**src/rtl/fifo_wr_arbiter_pkg.sv**
```systemverilog
// Shared types and constants for the FIFO write-port arbiter.
package fifo_arb_pkg;

  localparam int unsigned DEF_NREQ     = 4;
  localparam int unsigned DEF_DSIZE    = 8;
  localparam int unsigned DEF_MAXBURST = 4;

  typedef enum logic {
    IDLE  = 1'b0,
    GRANT = 1'b1
  } arb_state_e;

  // Ceiling log2; returns 0 for v <= 1.
  function automatic int unsigned clog2(input int unsigned v);
    int unsigned r;
    r = 0;
    while ((32'd1 << r) < v) r++;
    return r;
  endfunction

endpackage

```
**src/rtl/fifo_wr_arbiter_if.sv**
```systemverilog
// Requester/FIFO-side bundle of the write-port arbiter.
interface fifo_wr_arbiter_if
  import fifo_arb_pkg::*;
#(
  parameter int unsigned NREQ  = DEF_NREQ,
  parameter int unsigned DSIZE = DEF_DSIZE
);
  logic [NREQ-1:0]       in_req;
  logic [NREQ*DSIZE-1:0] in_data;
  logic                  in_full;
  logic [NREQ-1:0]       out_gnt;
  logic [NREQ-1:0]       out_ack;
  logic                  out_wr_en;
  logic [DSIZE-1:0]      out_wr_data;
  logic                  out_busy;

  // Producers and FIFO flag side
  modport master (
    output in_req, in_data, in_full,
    input  out_gnt, out_ack, out_wr_en, out_wr_data, out_busy
  );

  // Arbiter side
  modport slave (
    input  in_req, in_data, in_full,
    output out_gnt, out_ack, out_wr_en, out_wr_data, out_busy
  );
endinterface

```
**src/rtl/fifo_wr_arbiter_rr_pick.sv**
```systemverilog
// Rotating-priority encoder: first set request after index last_i, with wrap.
module rr_pick
  import fifo_arb_pkg::*;
#(
  parameter int unsigned N  = DEF_NREQ,
  parameter int unsigned IW = 2
) (
  input  logic [N-1:0]  req_i,
  input  logic [IW-1:0] last_i,
  output logic [IW-1:0] pick_o,
  output logic          valid_o
);

  // Scan last+1 .. last+N (mod N), keeping the first hit.
  always_comb begin
    pick_o  = '0;
    valid_o = 1'b0;
    for (int unsigned k = 1; k <= N; k++) begin
      int unsigned idx;
      idx = (32'(last_i) + k) % N;
      if (!valid_o && req_i[idx[IW-1:0]]) begin
        pick_o  = idx[IW-1:0];
        valid_o = 1'b1;
      end
    end
  end

endmodule

```
**src/rtl/fifo_wr_arbiter.sv**
```systemverilog
// Round-robin arbiter sharing the async FIFO write port among NREQ producers,
// granting bursts of up to MAXBURST words and stalling on FIFO full.
module fifo_wr_arbiter
  import fifo_arb_pkg::*;
#(
  parameter int unsigned NREQ     = DEF_NREQ,
  parameter int unsigned DSIZE    = DEF_DSIZE,
  parameter int unsigned MAXBURST = DEF_MAXBURST
) (
  input  logic             wrclk,
  input  logic             in_resetn,
  fifo_wr_arbiter_if.slave bus
);

  localparam int unsigned IW = (clog2(NREQ) > 0) ? clog2(NREQ) : 1;
  localparam int unsigned CW = (clog2(MAXBURST) > 0) ? clog2(MAXBURST) : 1;

  arb_state_e      state_q, state_d;
  logic [NREQ-1:0] gnt_q, gnt_d;
  logic [IW-1:0]   last_q, last_d;
  logic [CW-1:0]   cnt_q, cnt_d;

  logic [IW-1:0]    pick;
  logic             pick_vld;
  logic             req_g;
  logic             xfer;
  logic [DSIZE-1:0] wr_data;

  rr_pick #(.N(NREQ), .IW(IW)) u_pick (
    .req_i   (bus.in_req),
    .last_i  (last_q),
    .pick_o  (pick),
    .valid_o (pick_vld)
  );

  assign req_g = |(gnt_q & bus.in_req);
  assign xfer  = req_g & ~bus.in_full;

  // Forward the granted requester's word; one-hot grant makes OR-mux exact.
  always_comb begin
    wr_data = '0;
    for (int unsigned i = 0; i < NREQ; i++) begin
      if (gnt_q[i]) wr_data = wr_data | bus.in_data[i*DSIZE +: DSIZE];
    end
  end

  assign bus.out_gnt     = gnt_q;
  assign bus.out_ack     = bus.in_full ? '0 : (gnt_q & bus.in_req);
  assign bus.out_wr_en   = xfer;
  assign bus.out_wr_data = wr_data;
  assign bus.out_busy    = (state_q == GRANT);

  // State, grant, last-grant pointer and burst counter registers.
  always_ff @(posedge wrclk or negedge in_resetn) begin
    if (!in_resetn) begin
      state_q <= IDLE;
      gnt_q   <= '0;
      last_q  <= IW'(NREQ - 1);
      cnt_q   <= '0;
    end else begin
      state_q <= state_d;
      gnt_q   <= gnt_d;
      last_q  <= last_d;
      cnt_q   <= cnt_d;
    end
  end

  // Arbitration in IDLE; burst accounting and release in GRANT.
  always_comb begin
    state_d = state_q;
    gnt_d   = gnt_q;
    last_d  = last_q;
    cnt_d   = cnt_q;
    unique case (state_q)
      IDLE: begin
        gnt_d = '0;
        if (pick_vld) begin
          gnt_d       = '0;
          gnt_d[pick] = 1'b1;
          last_d      = pick;
          cnt_d       = '0;
          state_d     = GRANT;
        end
      end
      GRANT: begin
        if (!req_g) begin
          gnt_d   = '0;
          state_d = IDLE;
        end else if (xfer && (cnt_q == CW'(MAXBURST - 1))) begin
          gnt_d   = '0;
          state_d = IDLE;
        end else if (xfer) begin
          cnt_d = cnt_q + CW'(1);
        end
      end
      default: begin
        gnt_d   = '0;
        state_d = IDLE;
      end
    endcase
  end

endmodule

```
**src/flat_wrapper.sv**
```systemverilog
// flat-port wrapper written by rule: the top's interface ports become plain ports
module fifo_wr_arbiter_flat import fifo_arb_pkg::*;
#(
  parameter int unsigned NREQ     = DEF_NREQ,
  parameter int unsigned DSIZE    = DEF_DSIZE,
  parameter int unsigned MAXBURST = DEF_MAXBURST
)
  (wrclk, in_resetn, bus_in_req, bus_in_data, bus_in_full, bus_out_gnt, bus_out_ack, bus_out_wr_en, bus_out_wr_data, bus_out_busy);
  fifo_wr_arbiter_if #(.NREQ(NREQ), .DSIZE(DSIZE)) bus_i ();
  input  logic wrclk;
  input  logic in_resetn;
  input wire logic [$bits(bus_i.in_req)-1:0] bus_in_req;
  input wire logic [$bits(bus_i.in_data)-1:0] bus_in_data;
  input wire logic [$bits(bus_i.in_full)-1:0] bus_in_full;
  output wire logic [$bits(bus_i.out_gnt)-1:0] bus_out_gnt;
  output wire logic [$bits(bus_i.out_ack)-1:0] bus_out_ack;
  output wire logic [$bits(bus_i.out_wr_en)-1:0] bus_out_wr_en;
  output wire logic [$bits(bus_i.out_wr_data)-1:0] bus_out_wr_data;
  output wire logic [$bits(bus_i.out_busy)-1:0] bus_out_busy;
  assign bus_i.in_req = bus_in_req;
  assign bus_i.in_data = bus_in_data;
  assign bus_i.in_full = bus_in_full;
  assign bus_out_gnt = bus_i.out_gnt;
  assign bus_out_ack = bus_i.out_ack;
  assign bus_out_wr_en = bus_i.out_wr_en;
  assign bus_out_wr_data = bus_i.out_wr_data;
  assign bus_out_busy = bus_i.out_busy;
  fifo_wr_arbiter #(.NREQ(NREQ), .DSIZE(DSIZE), .MAXBURST(MAXBURST)) u_core (.wrclk(wrclk), .in_resetn(in_resetn), .bus(bus_i));
endmodule
```
**config.mk**
```make
export PLATFORM = sky130hd
export DESIGN_NAME = fifo_wr_arbiter_flat
export DESIGN_NICKNAME = d
export VERILOG_FILES = /design/src/rtl/fifo_wr_arbiter_pkg.sv /design/src/rtl/fifo_wr_arbiter_if.sv /design/src/rtl/fifo_wr_arbiter_rr_pick.sv /design/src/rtl/fifo_wr_arbiter.sv /design/src/flat_wrapper.sv
export SDC_FILE = /design/constraint.sdc
export NUM_CORES = 1
export LEC_CHECK = 0
export CORE_MARGIN = 3
export CORE_UTILIZATION = 32
export CTS_CLUSTER_DIAMETER = 120
export DETAILED_ROUTE_END_ITERATION = 6
export PLACE_DENSITY = 0.79
export SKIP_LAST_GASP = 1
export SYNTH_ARGS = -nofsm -noshare
export SYNTH_HDL_FRONTEND = slang
export SYNTH_SLANG_ARGS = --single-unit
```
**constraint.sdc**
```tcl
create_clock -name wrclk -period 1.6 [get_ports wrclk]
set_input_delay 0.24 -clock wrclk [delete_from_list [all_inputs] [get_ports wrclk]]
set_output_delay 0.24 -clock wrclk [all_outputs]
set_load 0.005 [all_outputs]
```
==> Word level (Yosys, flattened, before mapping) <==
Cells that the tools add are included.
{ "word_totals": {"ff_bits": 9, "in_bits": 39, "output_inout_bits": 18, "elab_cells": 75} }
{ "classes": {"add_sub_neg": 5, "magnitude_cmp": 6, "eq_ne": 6, "n_mux": 36, "n_bitwise": 7, "n_reduce_logical": 11} }
{ "op_table": {"columns": ["operator", "n"], "rows": [
  ["8-bit 2-to-1 mux", 4],
  ["8-bit bitwise OR", 3],
  ["2-bit 2-to-1 mux", 8],
  ["4-bit 2-to-1 mux", 4],
  ["2-bit by 3-bit less-than comparator with 1-bit output (second input constant)", 5],
  ["1-bit 2-to-1 mux", 12],
  ["1-bit binary-select mux with 2-bit select", 4],
  ["4-bit case mux with 2 select lines", 1],
  ["2-bit by 1-bit adder with 2-bit output (second input constant)", 3],
  ["2-bit inequality test (second input constant)", 3],
  ["1-bit logical AND", 5],
  ["2-bit adder (second input constant)", 2],
  ["4-bit bitwise AND", 1],
  ["2-bit case mux with 2 select lines", 1],
  ["4-bit AND reduction", 1],
  ["4-bit OR reduction", 1],
  ["1-bit zero test", 3],
  ["3-bit inequality test (second input constant)", 1],
  ["1-bit demux with 2-bit select", 1],
  ["2-bit equality test (second input constant)", 1],
  ["2-bit by 1-bit greater-or-equal comparator with 1-bit output (second input constant)", 1],
  ["2-bit by 1-bit inequality test with 1-bit output (second input constant)", 1],
  ["1-bit NOT", 2],
  ["1-bit case mux with 2 select lines", 1],
  ["2 further kinds", 2]
]} }

==> Logic depth before layout (Yosys ltp) <==
Gate-level depths: netlist of the first run.
{ "depth": {"ltp_word": 19, "mapped_depth": 5, "depth_no_buf": 4} }

==> Modules after synthesis <==
Synthesis of the first run repeated with hierarchy kept, for this count alone.
{ "hier_totals": {"cells_unflattened": 94, "area_unflattened_um2": 739.5} }
{ "modules_own_cells": {"columns": ["mod", "instances", "cells_per_inst", "area_per_inst_um2", "seq_area_each_um2"], "rows": [
  ["fifo_wr_arbiter", 1, 80, 648.1, 227.7],
  ["rr_pick", 1, 14, 91.3, 0.0]
]} }

==> Least setup slack after synthesis of the first run <==
Ideal clock, no wire load.
{ "synth_path": {"path_type": "register to register", "startpoint": "register u_core.gnt_q[0], in the netlist u_core.bus.out_gnt[0]", "endpoint": "register u_core.cnt_q[0]", "arrival_ns": 1.235, "required_time_ns": 1.477, "setup_slack_ns": 0.242, "path_stages_with_launch": 6, "n_path_buf": 1, "cell_sequence": "dfrtp_1 -> buf_4 -> nand2_2 -> a41o_1 -> or3_4 -> mux2i_1"} }
{ "synth_via": {"elab_chain_cells": 6, "elab_cells_between_ends": 8, "classes_between": "eq/ne: 3; bitwise: 2; reduce/logical: 3"} }
{ "synth_rtl": {"columns": ["item", "line", "rtl"], "rows": [
  ["start: declaration", "fifo_wr_arbiter.sv:19", "logic [NREQ-1:0] gnt_q, gnt_d;"],
  ["start signal: assignment", "fifo_wr_arbiter.sv:62", "gnt_q <= gnt_d;"],
  ["4-bit bitwise AND (*)", "fifo_wr_arbiter.sv:36", "assign req_g = |(gnt_q & bus.in_req);"],
  ["4-bit OR reduction (*)", "fifo_wr_arbiter.sv:36", null],
  ["1-bit bitwise AND", "fifo_wr_arbiter.sv:37", "assign xfer = req_g & ~bus.in_full;"],
  ["1-bit logical AND", "fifo_wr_arbiter.sv:89", "end else if (xfer && (cnt_q == CW'(MAXBURST - 1))) begin"],
  ["2-bit inequality test (no source line)", null, null],
  ["4-bit AND reduction (no source line) (*)", null, null],
  ["end signal: assignment", "fifo_wr_arbiter.sv:64", "cnt_q <= cnt_d;"],
  ["end: declaration", "fifo_wr_arbiter.sv:21", "logic [CW-1:0] cnt_q, cnt_d;"]
]} }
Every way passes the cells marked *; elsewhere a longest branch is shown, timed or not.
A chain may end at the register's enable or synchronous reset.

==> Worst setup path after layout of the first run <==
{ "layout_path": {"startpoint": "register u_core.gnt_q[1], in the netlist u_core.bus.out_gnt[1]", "endpoint": "output bus_out_wr_data[6]"} }
{ "layout_via": {"elab_chain_cells": 5} }
{ "layout_rtl": {"columns": ["item", "line", "rtl"], "rows": [
  ["8-bit 2-to-1 mux (*)", "fifo_wr_arbiter.sv:43", "if (gnt_q[i]) wr_data = wr_data | bus.in_data[i*DSIZE +: DSIZE];"],
  ["8-bit bitwise OR", "fifo_wr_arbiter.sv:43", null],
  ["8-bit 2-to-1 mux (*)", "fifo_wr_arbiter.sv:43", null],
  ["8-bit bitwise OR", "fifo_wr_arbiter.sv:43", null],
  ["8-bit 2-to-1 mux (*)", "fifo_wr_arbiter.sv:43", null],
  ["end: declaration", "flat_wrapper.sv:18", "output wire logic [$bits(bus_i.out_wr_data)-1:0] bus_out_wr_data;"]
]} }
Marked as above.

==> out/results.ini, run 1 <==
[power]
p_sw_w = 0.000822
irDropWorstVdd_uv = 966
p_comb_share_pct = 70.4
clockPowerShare_pct = 7.9
p_int_w = 0.00135
seqPwrFrac_pct = 21.7
cellPowerDensity_nw_per_um2 = 1470
leakagePower_nw = 0.713
switching_share_pct = 37.8

[die]
pin_count = 57
fp.coreArea_um2 = 2020
die-width_um = 52.8
num_rows = 16
design.die.area_um2 = 2790
start_util_pct = 34.7
dieHeight_um = 52.8

[worst_setup_path]
worstPathRequired_ns = 1.36
r2r_slack_ns = 0.11
critical_path.cell_chain = buf_4 -> buf_12 -> a22oi_1 -> nand2_1 -> dlygate4sd2_1
timing.rr.start = u_core.last_q[0]
slowest_stage = dfrtp_1
cp_max_fo = 9
crit_path_end_kind = output port
crit_type = reg -> out
r2r_end = u_core.bus.out_gnt[1]
max_stage_delay_ns = 0.40
crit_arrival_ns = 1.43
r2r_cells = 4
cp-start-kind = register

[finish]
fin_nets = 199
design_area_um2 = 1480
fillCellCount = 158
drive_above_1_share_pct = 27.2
syn2layout_area_growth_pct = 111
antenna_cells = 0

[yosys]
syn-num-nets = 124
syn_inst = 84
yosys.cell_types.count = 27
yosys-top-cells-count = a22oi_1 (16), nand2_1 (16), nor2_1 (8)
ys_warn_count = 0
synthFlopType = dfrtp_1
syn-cell-area_um2 = 702
synth_edf_count = 0
yosys.area.top_type_share_pct = 25.0
yosys.area.top_type = dfrtp_1
postSynthAreaPerCell_um2 = 8.36
synthArstFlopShare_pct = 100
yosysSeqAreaShare_pct = 32.4
ys_ff_latch = 9
netlist_top_cells_area = dfrtp_1 (25%), a22oi_1 (17%), nand2_1 (8.6%), dfstp_2 (7.5%), nor2_1 (4.3%)

[sta]
fmax_mhz = 599
finalWorstSetupSlack_ns = -0.0707
slew_headroom_pct = 73.0
drv_slew = 0
hold-worst-slack_ns = 0.276
setup_violations = 4
hold_viol = 0
period_minus_slack_ns = 1.67
setup-tns-final_ns = -0.198
worst_slew_pin_slew_ns = 0.404
finClkSkew_ns = 0.00509
final.period_utilization_pct = 104
rsz0062_at_grt = yes

[job]
cap_violations = 0

[clock_network]
cts.path.max_buffers = 2
cts_made_buffers = 3
clk_pin_slew_ns = 0.06
htree_levels = 1
ctsHoldBuffers = 0
clk_latency_ns = 0.26
cts_tree = built
root_buffer = clkbuf_4
cts.sinks = 9

[grt]
overflow = 0
antenna_found_initial = 0
track_usage_pct = 19.5
grt_pass1_vias = 974
grt_pass1_wl_um = 4110
grt_start_max_net_pins = 10

[detailed_routing]
wl_per_cell_um = 14.3
route.detailed.drc = 0
first_pass_iters = 4
vias = 942
via_per_inst = 5.09
wl_um = 2650
drtAntennaViolNets = 0
drt_iter0_markers = 10

[place]
gp_congestion = 0.814
postPlaceCellArea_um2 = 1380
dp.final_hpwl_um = 2040
numPortBuffers = 56

[run_status]
status = complete, but fails checks
violations = negative setup slack

[min_path]
hold_class = in -> async

[sequential cells by signal, summed over array words and instances, names as in the netlist]
name and count:
u_core.cnt_q 2, u_core.bus.out_gnt 4, u_core.last_q 2, u_core.bus.out_busy 1
[cell usage in the layout (no fill, tap or decap), types with 2 or more instances in the layout]
master           Yosys  final
a21oi_1              3      3
buf_4                3     15
dfrtp_1              7      5
dlygate4sd2_1        0     10
a22oi_2              0      4
clkbuf_2             0      4
buf_12               0      3
dfstp_2              2      2
nand2_2              1      3
inv_1                4      4
o2bb2ai_1            2      2
a22o_1               2      2
nor2_1               8      8
mux2i_1              2      2
or2_2                2      2
nand2b_1             2      2
a22oi_1             16     12
nand2_1             16     14
clkbuf_4             0      3
clkdlybuf4s50_1      0     41
dfrtp_2              0      2
[critical path, delay by kind of cell (launching register included)]
family / cells / cell delay (ns)
flip-flops: 1 / 0.40
AND/OR/NAND/NOR: 1 / 0.06
buffers and inverters: 3 / 0.54
AO/OA/AOI/OAI: 1 / 0.17
[logic make-up after synthesis]
| logic type | synth area share, % |
|---|---|
| AO/OA/AOI/OAI | 33.3 |
| adder cells (fa/ha/maj) | 1.78 |
| multiplexers | 2.85 |
| AND/OR/NAND/NOR | 22.6 |
| flip-flops | 32.4 |
| buffers and inverters | 6.95 |
[stage by stage]
stage | total power [W] | util [%] | worst slack (ns) | std cells
finish | 0.00218 | 73.1 | -0.0707 | 185
floorplan | 0.00109 | - | 0.242 | 84
global placement | 0.00194 | 68.4 | -0.219 | 174
CTS | 0.00212 | 71.2 | -0.0816 | 184
detailed placement | 0.00197 | 68.4 | -0.211 | 174
global route | 0.00236 | 73.1 | -0.153 | 185
[worst max-delay path by stage]
stage	start	endpoint	slack, ns	cells past startpoint
after CTS	u_core.bus.out_gnt[1]	bus_out_wr_data[7]	-0.08	5
after global placement	bus_in_req[0]	bus_out_wr_en	-0.22	4
after floorplan	u_core.bus.out_gnt[0]	u_core.cnt_q[0]	0.24	5
after global routing	u_core.bus.out_gnt[1]	bus_out_wr_data[6]	-0.15	5
final	u_core.bus.out_gnt[1]	bus_out_wr_data[6]	-0.07	5
after detailed placement	bus_in_req[0]	bus_out_wr_en	-0.21	4
[power by group through the flow]
| stage | combinational [W] | sequential [W] | clock [W] |
|---|---|---|---|
| after floorplan | 0.000663 | 0.000430 | 0 |
| after global placement | 0.00145 | 0.000491 | 0 |
| after detailed placement | 0.00147 | 0.000497 | 0 |
| after CTS | 0.00148 | 0.000463 | 0.000177 |
| after global routing | 0.00168 | 0.000488 | 0.000194 |
| final | 0.00153 | 0.000473 | 0.000172 |
[final cells by class]
cell class | count | area [um2] | share of cell area, %
flip-flops and latches | 9 | 230 | 15.6
well taps | 27 | 33.8 | 2.28
multi-input cells | 67 | 470 | 31.8
repair buffers | 74 | 703 | 47.5
inverters | 4 | 15.0 | 1.02
clock buffers | 4 | 26.3 | 1.78
[repair_timing]
action / 4_1_cts / 5_1_grt
gates cloned: 0 / 0
endpoints found under the setup margin: 14 / 14
buffers inserted: 6 / 1
gates resized for setup: 16 / 19
[layer usage]
layer	wire length, um	track usage (%)	share of wire [%]	vias up
met4	0	1.28	0	0
met5	0	0	0	-
met1	979	20.6	37	429
met3	378	7.12	14	0
li1	-	-	-	461
met2	1300	37.6	49	52
Note: power is estimated with default switching activity, not from simulation.
==> run 2: changes to the inputs <==
--- a/config.mk
+++ b/config.mk
@@ -5,6 +5,8 @@
 export SDC_FILE = /design/constraint.sdc
 export NUM_CORES = 1
 export LEC_CHECK = 0
+export CAP_MARGIN = 20
+export CORE_ASPECT_RATIO = 0.6
 export CORE_MARGIN = 3
 export CORE_UTILIZATION = 32
 export CTS_CLUSTER_DIAMETER = 120
==> run 2 against run 1 <==
Net effect: the run now ends clean; fmax grew 6.0%; sequential share of layout area shrank 0.35 points; die area grew 0.67%; critical path depth is the same; core utilization grew 4.0 points; clock power is essentially flat; clock skew grew 0.0023 ns; first-iteration DRC count grew to 11 times the previous value; register-to-register slack lost 0.03 ns; largest cell class unchanged; largest power group unchanged.
==> out/results.ini, run 2 (synthesis results as in run 1) <==
[place]
numPortBuffers = 56
gp_congestion = 0.819
dp_worst_setup_slack_ns = -0.261
postPlaceCellArea_um2 = 1380
dp.final_hpwl_um = 2430

[detailed_routing]
vias = 1010
via_per_inst = 5.26
wl_um = 3330
drt_iter0_markers = 106
route.detailed.drc = 0
drtAntennaViolNets = 0
first_pass_iters = 5
wl_per_cell_um = 17.3

[sta]
fmax_mhz = 635
finalWorstSetupSlack_ns = 0.0245
setup-tns-final_ns = 0
period_minus_slack_ns = 1.58
finClkSkew_ns = 0.00739
drv_slew = 0
worst_slew_pin_slew_ns = 0.401
slew_headroom_pct = 73.2
hold-worst-slack_ns = 0.271
final.period_utilization_pct = 98.5
setup_violations = 0
rsz0062_at_grt = yes
hold_viol = 0

[clock_network]
clk_latency_ns = 0.26
htree_levels = 1
cts_made_buffers = 3
cts_tree = built
root_buffer = clkbuf_4
cts.path.max_buffers = 2
clk_pin_slew_ns = 0.06
ctsHoldBuffers = 0
cts.sinks = 9

[min_path]
hold_class = in -> async

[power]
irDropWorstVdd_uv = 1010
clockPowerShare_pct = 7.6
p_int_w = 0.00136
switching_share_pct = 40.6
p_comb_share_pct = 72.0
leakagePower_nw = 0.742
seqPwrFrac_pct = 20.5
cellPowerDensity_nw_per_um2 = 1530
p_sw_w = 0.000934

[die]
pin_count = 57
num_rows = 12
design.die.area_um2 = 2810
start_util_pct = 36.0
die-width_um = 66.5
dieHeight_um = 42.3
fp.coreArea_um2 = 1950

[finish]
largest_register_ffs = 4
fin_nets = 205
mostFrequentLayoutCells = clkdlybuf4s50_1 (40), buf_4 (23), nand2_1 (16), a22oi_2 (11), nor2_1 (8)
design_area_um2 = 1510
drive_above_1_share_pct = 33.5
syn2layout_area_growth_pct = 114
layout_commonest_cell = clkdlybuf4s50_1
antenna_cells = 0

[worst_setup_path]
crit_type = reg -> out
cp_max_fo = 4
worstPathRequired_ns = 1.36
cp-start-kind = register
crit_path_end_kind = output port
crit_arrival_ns = 1.34

[grt]
grt_pass1_vias = 978
grt_most_used_layer = met2
antenna_found_initial = 0
track_usage_pct = 23.3
grt_pass1_wl_um = 4940
gr-usage-met3_pct = 5.90
grt.met1_usage_pct = 30.9
grt_start_max_net_pins = 10
use_met2_pct = 38.9
overflow = 0

[run_status]
status = finished clean

[job]
cap_violations = 0

## run 2: power groups by stage
stage	Sequential (W)	Combinational [W]	Clock, W
after floorplan	0.000430	0.000663	0
after global placement	0.000481	0.00143	0
after detailed placement	0.000490	0.00147	0
after CTS	0.000463	0.00155	0.000177
after global routing	0.000484	0.00177	0.000196
final	0.000470	0.00165	0.000174
## run 2: area by class of cell
| cell class | instances | area [um2] |
|---|---|---|
| clock buffers | 4 | 26.3 |
| fillers | 147 | 447 |
| inverters | 4 | 15.0 |
| multi-input cells | 67 | 493 |
| flip-flops and latches | 9 | 229 |
| well taps | 28 | 35.0 |
| repair buffers | 80 | 707 |
## run 2: final timing paths
check / startpoint / to / slack, ns / cells past startpoint
max: u_core.bus.out_gnt[0] / bus_out_wr_data[4] / 0.02 / 5
min: in_resetn / u_core.bus.out_gnt[2] / 0.27 / 1
max reg2reg: u_core.bus.out_gnt[3] / u_core.bus.out_busy / 0.08 / 7
min reg2reg: u_core.cnt_q[0] / u_core.cnt_q[0] / 0.52 / 1
max in group asynchronous: in_resetn / u_core.last_q[0] / 1.00 / 1
min in group wrclk: u_core.cnt_q[0] / u_core.cnt_q[0] / 0.52 / 1
## run 2: repair_timing
item	in CTS	in global routing
buffers inserted	7	3
pin swaps	0	2
gates resized for setup	20	27
endpoints found under the setup margin	15	17
## run 2: worst max-delay path, cell delays in order, from the launching register on
cell and delay (ns):
dfrtp_1 0.38, buf_4 0.13, buf_4 0.15, a22oi_1 0.19, nand2_1 0.07, dlymetal6s2s_1 0.16
## run 2: layer usage
| layer | vias to the layer above | wire length, um |
|---|---|---|
| met5 | - | 0 |
| met4 | 0 | 19 |
| met3 | 6 | 237 |
| met2 | 46 | 1730 |
| met1 | 482 | 1340 |
| li1 | 476 | - |
## run 2: through the flow
stage / cells / utilization [%] / total power, W
final: 192 / 77.1 / 0.00230
after detailed placement: 179 / 70.5 / 0.00196
after global routing: 192 / 77.1 / 0.00245
after CTS: 190 / 75.1 / 0.00219
after floorplan: 84 / - / 0.00109
after global placement: 179 / 70.5 / 0.00191
